**config.mk**
```make
export PLATFORM = sky130hd
export DESIGN_NAME = booth_r8_os_pe
export DESIGN_NICKNAME = d
export VERILOG_FILES = /design/src/rtl/booth_r8_pkg.sv /design/src/rtl/booth_r8_pp_gen.sv /design/src/rtl/booth_r8_os_pe.sv
export SDC_FILE = /design/constraint.sdc
export NUM_CORES = 2
export LEC_CHECK = 0
export CAP_MARGIN = 15
export CORE_UTILIZATION = 40
export CTS_BUF_LIST = sky130_fd_sc_hd__clkbuf_2 sky130_fd_sc_hd__clkbuf_4 sky130_fd_sc_hd__clkbuf_8
export CTS_CLUSTER_DIAMETER = 40
export DETAILED_ROUTE_END_ITERATION = 10
export MAX_ROUTING_LAYER = met4
export SYNTH_ARGS = -nofsm -noshare
export SYNTH_HDL_FRONTEND = slang
export SYNTH_SLANG_ARGS = --single-unit
```
**constraint.sdc**
```tcl
create_clock -name CLK -period 7.55 [get_ports CLK]
set_clock_uncertainty 0.1 [all_clocks]
set_input_delay 1.1325 -clock CLK [delete_from_list [all_inputs] [get_ports CLK]]
set_output_delay 1.1325 -clock CLK [all_outputs]
set_load 0.02 [all_outputs]
```
**src/rtl/booth_r8_pkg.sv**
```systemverilog
// Shared types and helpers for the radix-8 Booth output-stationary PE.
package booth_r8_pkg;

  localparam int unsigned DEF_WIDTH = 32;
  localparam int unsigned DEF_ACC_W = 2 * DEF_WIDTH;

  // One pre-encoded radix-8 Booth digit: magnitude one-hot plus negate.
  typedef struct packed {
    logic s;
    logic d;
    logic t;
    logic q;
    logic n;
  } booth_digit_t;

  // Digit count. Unsigned operands need one extra zero bit above the MSB.
  function automatic int unsigned g_of(input int unsigned width, input int unsigned signed_mode);
    return (signed_mode != 0) ? (width + 2) / 3 : (width + 3) / 3;
  endfunction

endpackage

```
**src/rtl/booth_r8_pp_gen.sv**
```systemverilog
// Single radix-8 Booth digit: selects y/2y/3y/4y, optionally inverts, and
// places it at weight 8^K. The +1 of a negation is returned as neg_c.
module booth_r8_pp_gen
  import booth_r8_pkg::*;
#(
  parameter int unsigned WIDTH  = DEF_WIDTH,
  parameter int unsigned ACC_W  = DEF_ACC_W,
  parameter int unsigned SIGNED = 0,
  parameter int unsigned K      = 0
) (
  input  logic [WIDTH-1:0]   y,
  input  logic [WIDTH+1:0]   ty,
  input  booth_digit_t       dig,
  output logic [ACC_W-1:0]   pp_c,
  output logic               neg_c
);

  localparam int unsigned SH = 3 * K;

  logic             y_sx;
  logic             ty_sx;
  logic [ACC_W-1:0] y_e;
  logic [ACC_W-1:0] ty_e;
  logic [ACC_W-1:0] mag;

  assign y_sx  = (SIGNED != 0) & y[WIDTH-1];
  assign ty_sx = (SIGNED != 0) & ty[WIDTH+1];
  assign y_e   = {{(ACC_W - WIDTH){y_sx}}, y};
  assign ty_e  = {{(ACC_W - WIDTH - 2){ty_sx}}, ty};

  // Magnitude select from the one-hot digit flags; zero digit gives 0.
  always_comb begin
    mag = '0;
    if (dig.s)      mag = y_e;
    else if (dig.d) mag = y_e << 1;
    else if (dig.t) mag = ty_e;
    else if (dig.q) mag = y_e << 2;
  end

  // Invert before shifting so the matching +1 lands exactly at 8^K.
  assign pp_c  = (dig.n ? ~mag : mag) << SH;
  assign neg_c = dig.n;

endmodule

```
**src/rtl/booth_r8_os_pe.sv**
```systemverilog
// Radix-8 Booth output-stationary MAC PE: forwards operands, accumulates
// framed dot products, captures results and shifts them down a drain chain.
module booth_r8_os_pe
  import booth_r8_pkg::*;
#(
  parameter int unsigned WIDTH  = DEF_WIDTH,
  parameter int unsigned ACC_W  = 2 * WIDTH,
  parameter int unsigned SIGNED = 0,
  localparam int unsigned G     = g_of(WIDTH, SIGNED)
) (
  input  logic             CLK,
  input  logic             RST,
  input  logic             in_vld,
  input  logic             in_first,
  input  logic             in_last,
  input  logic [G-1:0]     s,
  input  logic [G-1:0]     d,
  input  logic [G-1:0]     t,
  input  logic [G-1:0]     q,
  input  logic [G-1:0]     n,
  input  logic [WIDTH-1:0] y,
  input  logic [WIDTH+1:0] ty,
  output logic             vld_out,
  output logic             first_out,
  output logic             last_out,
  output logic [G-1:0]     s_out,
  output logic [G-1:0]     d_out,
  output logic [G-1:0]     t_out,
  output logic [G-1:0]     q_out,
  output logic [G-1:0]     n_out,
  output logic [WIDTH-1:0] y_out,
  output logic [WIDTH+1:0] ty_out,
  input  logic             drain,
  input  logic [ACC_W-1:0] res_in,
  input  logic             res_vld_in,
  output logic [ACC_W-1:0] res_out,
  output logic             res_vld,
  output logic             ovf,
  output logic             overrun
);

  booth_digit_t     dig [G];
  logic [ACC_W-1:0] pp_c [G];
  logic [G-1:0]     neg_c;
  logic [ACC_W-1:0] prod_c;
  logic [ACC_W:0]   sum_c;
  logic [ACC_W-1:0] acc_next_c;
  logic             add_ovf_c;
  logic             ovf_next_c;
  logic [ACC_W-1:0] acc;

  for (genvar k = 0; k < G; k++) begin : g_pp
    assign dig[k] = {s[k], d[k], t[k], q[k], n[k]};

    booth_r8_pp_gen #(
      .WIDTH (WIDTH),
      .ACC_W (ACC_W),
      .SIGNED(SIGNED),
      .K     (k)
    ) u_pp (
      .y    (y),
      .ty   (ty),
      .dig  (dig[k]),
      .pp_c (pp_c[k]),
      .neg_c(neg_c[k])
    );
  end

  // Partial-product sum including the negate carries at 8^k.
  always_comb begin
    prod_c = '0;
    for (int k = 0; k < int'(G); k++) begin
      prod_c = prod_c + pp_c[k] + (ACC_W'(neg_c[k]) << (3 * k));
    end
  end

  // Accumulator add, overflow detect and first-term restart.
  always_comb begin
    sum_c      = {1'b0, acc} + {1'b0, prod_c};
    add_ovf_c  = (SIGNED != 0)
               ? ((acc[ACC_W-1] == prod_c[ACC_W-1]) && (sum_c[ACC_W-1] != acc[ACC_W-1]))
               : sum_c[ACC_W];
    acc_next_c = in_first ? prod_c : sum_c[ACC_W-1:0];
    ovf_next_c = in_first ? 1'b0 : (ovf | add_ovf_c);
  end

  // Unconditional one-stage forwarding of operands and framing.
  always_ff @(posedge CLK or negedge RST) begin
    if (!RST) begin
      vld_out   <= 1'b0;
      first_out <= 1'b0;
      last_out  <= 1'b0;
      s_out     <= '0;
      d_out     <= '0;
      t_out     <= '0;
      q_out     <= '0;
      n_out     <= '0;
      y_out     <= '0;
      ty_out    <= '0;
    end else begin
      vld_out   <= in_vld;
      first_out <= in_first;
      last_out  <= in_last;
      s_out     <= s;
      d_out     <= d;
      t_out     <= t;
      q_out     <= q;
      n_out     <= n;
      y_out     <= y;
      ty_out    <= ty;
    end
  end

  // Accumulator, result capture / drain shift and sticky flags.
  always_ff @(posedge CLK or negedge RST) begin
    if (!RST) begin
      acc     <= '0;
      ovf     <= 1'b0;
      res_out <= '0;
      res_vld <= 1'b0;
      overrun <= 1'b0;
    end else begin
      if (in_vld) begin
        acc <= acc_next_c;
        ovf <= ovf_next_c;
      end
      if (drain) begin
        res_out <= res_in;
        res_vld <= res_vld_in;
        if (in_vld && in_last) overrun <= 1'b1;
      end else if (in_vld && in_last) begin
        res_out <= acc_next_c;
        res_vld <= 1'b1;
        if (res_vld) overrun <= 1'b1;
      end
    end
  end

endmodule

```
==> metrics.csv <==
stage;metric;value;unit
place;gp_routability_congestion;1.031;
layout;post-route-util;64.61;%
timing;final.hold.worst_slack;0.2345;ns
worst_setup_path;worst-setup-path-type;input pin to flop;
run_status;run_status;finished with violations;
global_route;grt_usage;36.73;%
synth;synth.net_count;6303;
worst_setup_path;worstReg2RegStart;acc[0];
run_status;violations;negative setup slack;
global_route;grt_pass1_wl;279700;µm
global_route;grt_pass1_vias;44834;
detailed_routing;final_antenna_net_count;0;
synth;synth_area_leaders;fa_1 (17%), dfrtp_1 (16%), a21oi_1 (9.5%), ha_1 (6.8%), nor2_1 (6.5%);
synth;syn_inst;5538;
timing;hold_violations;0;
global_route;antenna_found_initial;6;
worst_setup_path;critPathSlowestCell;fa_1;
cts;clk_latency;0.77;ns
cts;numCtsBuffers;57;
synth;most_used_dff_post_synth;dfrtp_1;
worst_setup_path;worst_r2r_path_depth;17;
worst_setup_path;critical_path.startpoint_type;input pin;
cts;cts-root-to-sink-buffers;3;
synth;post-synth-top-area-cell;fa_1;
global_route;grt_start_max_net_pins;99;
floorplan;number_of_top_level_pins;383;
flow_run;cap_viol_max_count;0;
timing;worst_slew_margin_rel;36.45;%
floorplan;die_area;102900;µm²
global_route;grt_remaining_overflow;0;
min_path;holdCritPathClass;input pin to async pin;
worst_setup_path;worst_path_largest_cell_delay;0.56;ns
cts;clock_tree.htree_level_count;2;
synth;async_flop_share;100.0;%
floorplan;row_count;116;
detailed_routing;detailroute.via_count;46739;
floorplan;initial_standard_cell_utilization_of_the_core;40.46;%
worst_setup_path;worstPathRequired;8.06;ns
cts;clock_tree_from_tritoncts;yes;
detailed_routing;route.detailed.drc;0;
worst_setup_path;path_common_cell;buf_6;
detailed_routing;wl_per_cell;22.66;µm
worst_setup_path;reg2reg_to;acc[50];
cts;worst_setup_hold_path_clk_slew;0.07;ns
cts;clock_sinks;255;
layout;layout-area-overhead-vs-synth;59.69;%
synth;synth_most_common_cell;a21oi_1;
floorplan;placeableCoreArea;100400;µm²
floorplan;fp.dieW;320.7;µm
timing;timing.final.crit_share;114.0;%
synth;syn-mean-instance-area;7.338;µm²
layout;n_fill_cell;8669;
synth;ys_ff_latch;255;
timing;fin_crit;8.604;ns
place;dpl.hpwl;142600;µm
timing;fmax;116.2;MHz
floorplan;die_h;320.7;µm
place;place_worst_setup_slack;-2.575;ns
timing;worst_margin_slew;0.9533;ns
synth;syn_area;40640;µm²
synth;synth-edff-count;0;
layout;drive_gt1_share;35.63;%
cts;cts.root.buffer_cell;clkbuf_8;
worst_setup_path;timing.critical_path.arrival;9.11;ns
synth;synth_common_cells;a21oi_1 (770), nor2_1 (700), nand2_1 (656);
detailed_routing;drt_pre_antenna_iters;6;
timing;timing_max_transition_violations_final;0;
detailed_routing;dr.first_iter.drc_count;4555;
detailed_routing;totalWireLength;191500;µm
worst_setup_path;reg2reg_slack;3.78;ns
detailed_routing;drt-vias-per-instance;5.531;
worst_setup_path;critical_path.endpoint_type;flop;
timing;grt_setup_unrepaired;true;
layout;fin_nets;7805;
timing;setup_viol_count_final;83;
synth;synth_cell_type_count;76;
timing;setup_ws;-1.054;ns
synth;synth.yosys.warnings;0;
synth;synth_sequential_area_ratio;15.70;%
place;port_buffers;382;
synth;synth_top_cell_area_share;17.34;%
worst_setup_path;critical_path_peak_fanout;4;
worst max-delay path, delay by kind of cell:
family          cells  cell delay [ns]
simple gates       10             1.82
xor+xnor            3             0.37
compound gates      8             1.16
buf+inv            11             1.19
fa+ha+maj           7             3.21
mux                 1             0.20
sequential cells by signal, indices dropped and copies added (netlist names), 11 cells and up:
register and cells:
acc 64, d_out 11, n_out 11, q_out 11
res_out 64, s_out 11, t_out 11, ty_out 34
y_out 32
worst max-delay path by stage:
stage / end / slack, ns / cells past startpoint / start
finish: acc[59] / -1.05 / 40 / q[7]
global route: res_out[58] / -1.29 / 41 / y[26]
CTS: acc[60] / -0.78 / 39 / q[4]
detailed placement: acc[60] / -2.58 / 35 / t[5]
global placement: acc[60] / -2.42 / 35 / t[5]
floorplan: acc[60] / -1.11 / 37 / t[8]
per-stage QoR:
step,cell area [µm²],std cells,setup TNS [ns]
4_1_cts,61800,8354,-38.91
6_report,64890,8450,-49.40
5_1_grt,64890,8448,-69.32
2_1_floorplan,41920,5538,-28.75
3_5_place_dp,56060,8045,-189.18
3_3_place_gp,56060,8045,-178.32
cell usage in the layout (no fill, tap or decap), types with 20 or more instances in the layout:
| cell | n |
|---|---|
| a21o_1 | 67 |
| a21oi_1 | 629 |
| a21oi_2 | 109 |
| a21oi_4 | 32 |
| a22oi_1 | 155 |
| a22oi_2 | 44 |
| buf_12 | 165 |
| buf_2 | 48 |
| buf_4 | 1270 |
| buf_6 | 115 |
| buf_8 | 22 |
| clkbuf_8 | 70 |
| clkdlybuf4s50_1 | 268 |
| dfrtp_1 | 255 |
| dlygate4sd2_1 | 20 |
| fa_1 | 278 |
| fa_2 | 74 |
| ha_1 | 144 |
| ha_4 | 74 |
| inv_1 | 299 |
| inv_2 | 45 |
| mux2i_1 | 25 |
| nand2_1 | 632 |
| nand2b_1 | 20 |
| nand3_1 | 22 |
| nand4_1 | 42 |
| nor2_1 | 660 |
| nor2_2 | 32 |
| nor3_1 | 27 |
| o21ai_0 | 234 |
| o21ai_1 | 173 |
| o21ai_2 | 67 |
| xnor2_1 | 227 |
| xnor2_2 | 51 |
| xor2_1 | 175 |
| xor2_2 | 21 |
layer usage:
layer	global-route usage, %	up-vias	part of all wire (%)
li1	-	21597	-
met1	50.22	22259	43
met5	-	-	0
met4	13.98	0	4.9
met2	53.52	2366	42
met3	6.895	517	9.7
repair_timing:
action                     CTS  global route
gates resized for setup    740           595
hold buffers                 0             0
cloned                      19             5
setup endpoints to repair   95            97
buffers inserted           188           113
pin swaps                  360           439
logic make-up after synthesis:
| kind of cell | after synthesis | share of synthesized area, % |
|---|---|---|
| compound gates | 1730 | 24.50 |
| xor+xnor | 489 | 10.54 |
| fa+ha+maj | 573 | 24.15 |
| buf+inv | 860 | 7.956 |
| flops | 255 | 15.70 |
| mux | 40 | 1.007 |
| simple gates | 1591 | 16.15 |
cell type report:
class                   count  area [µm²]  share of cell area, %
diodes                      6       15.01                0.02314
flip-flops and latches    255        6381                  9.833
well taps                1357        1698                  2.616
clock buffers              77        1016                  1.566
repair buffers           1958       18490                  28.49
inverters                 345        1297                  1.999
clock inverters            29       352.8                 0.5437
multi-input cells        4423       35640                  54.93
Power is not shown: default switching activity piles up to over one toggle a cycle in this logic, so the estimate is an artifact.
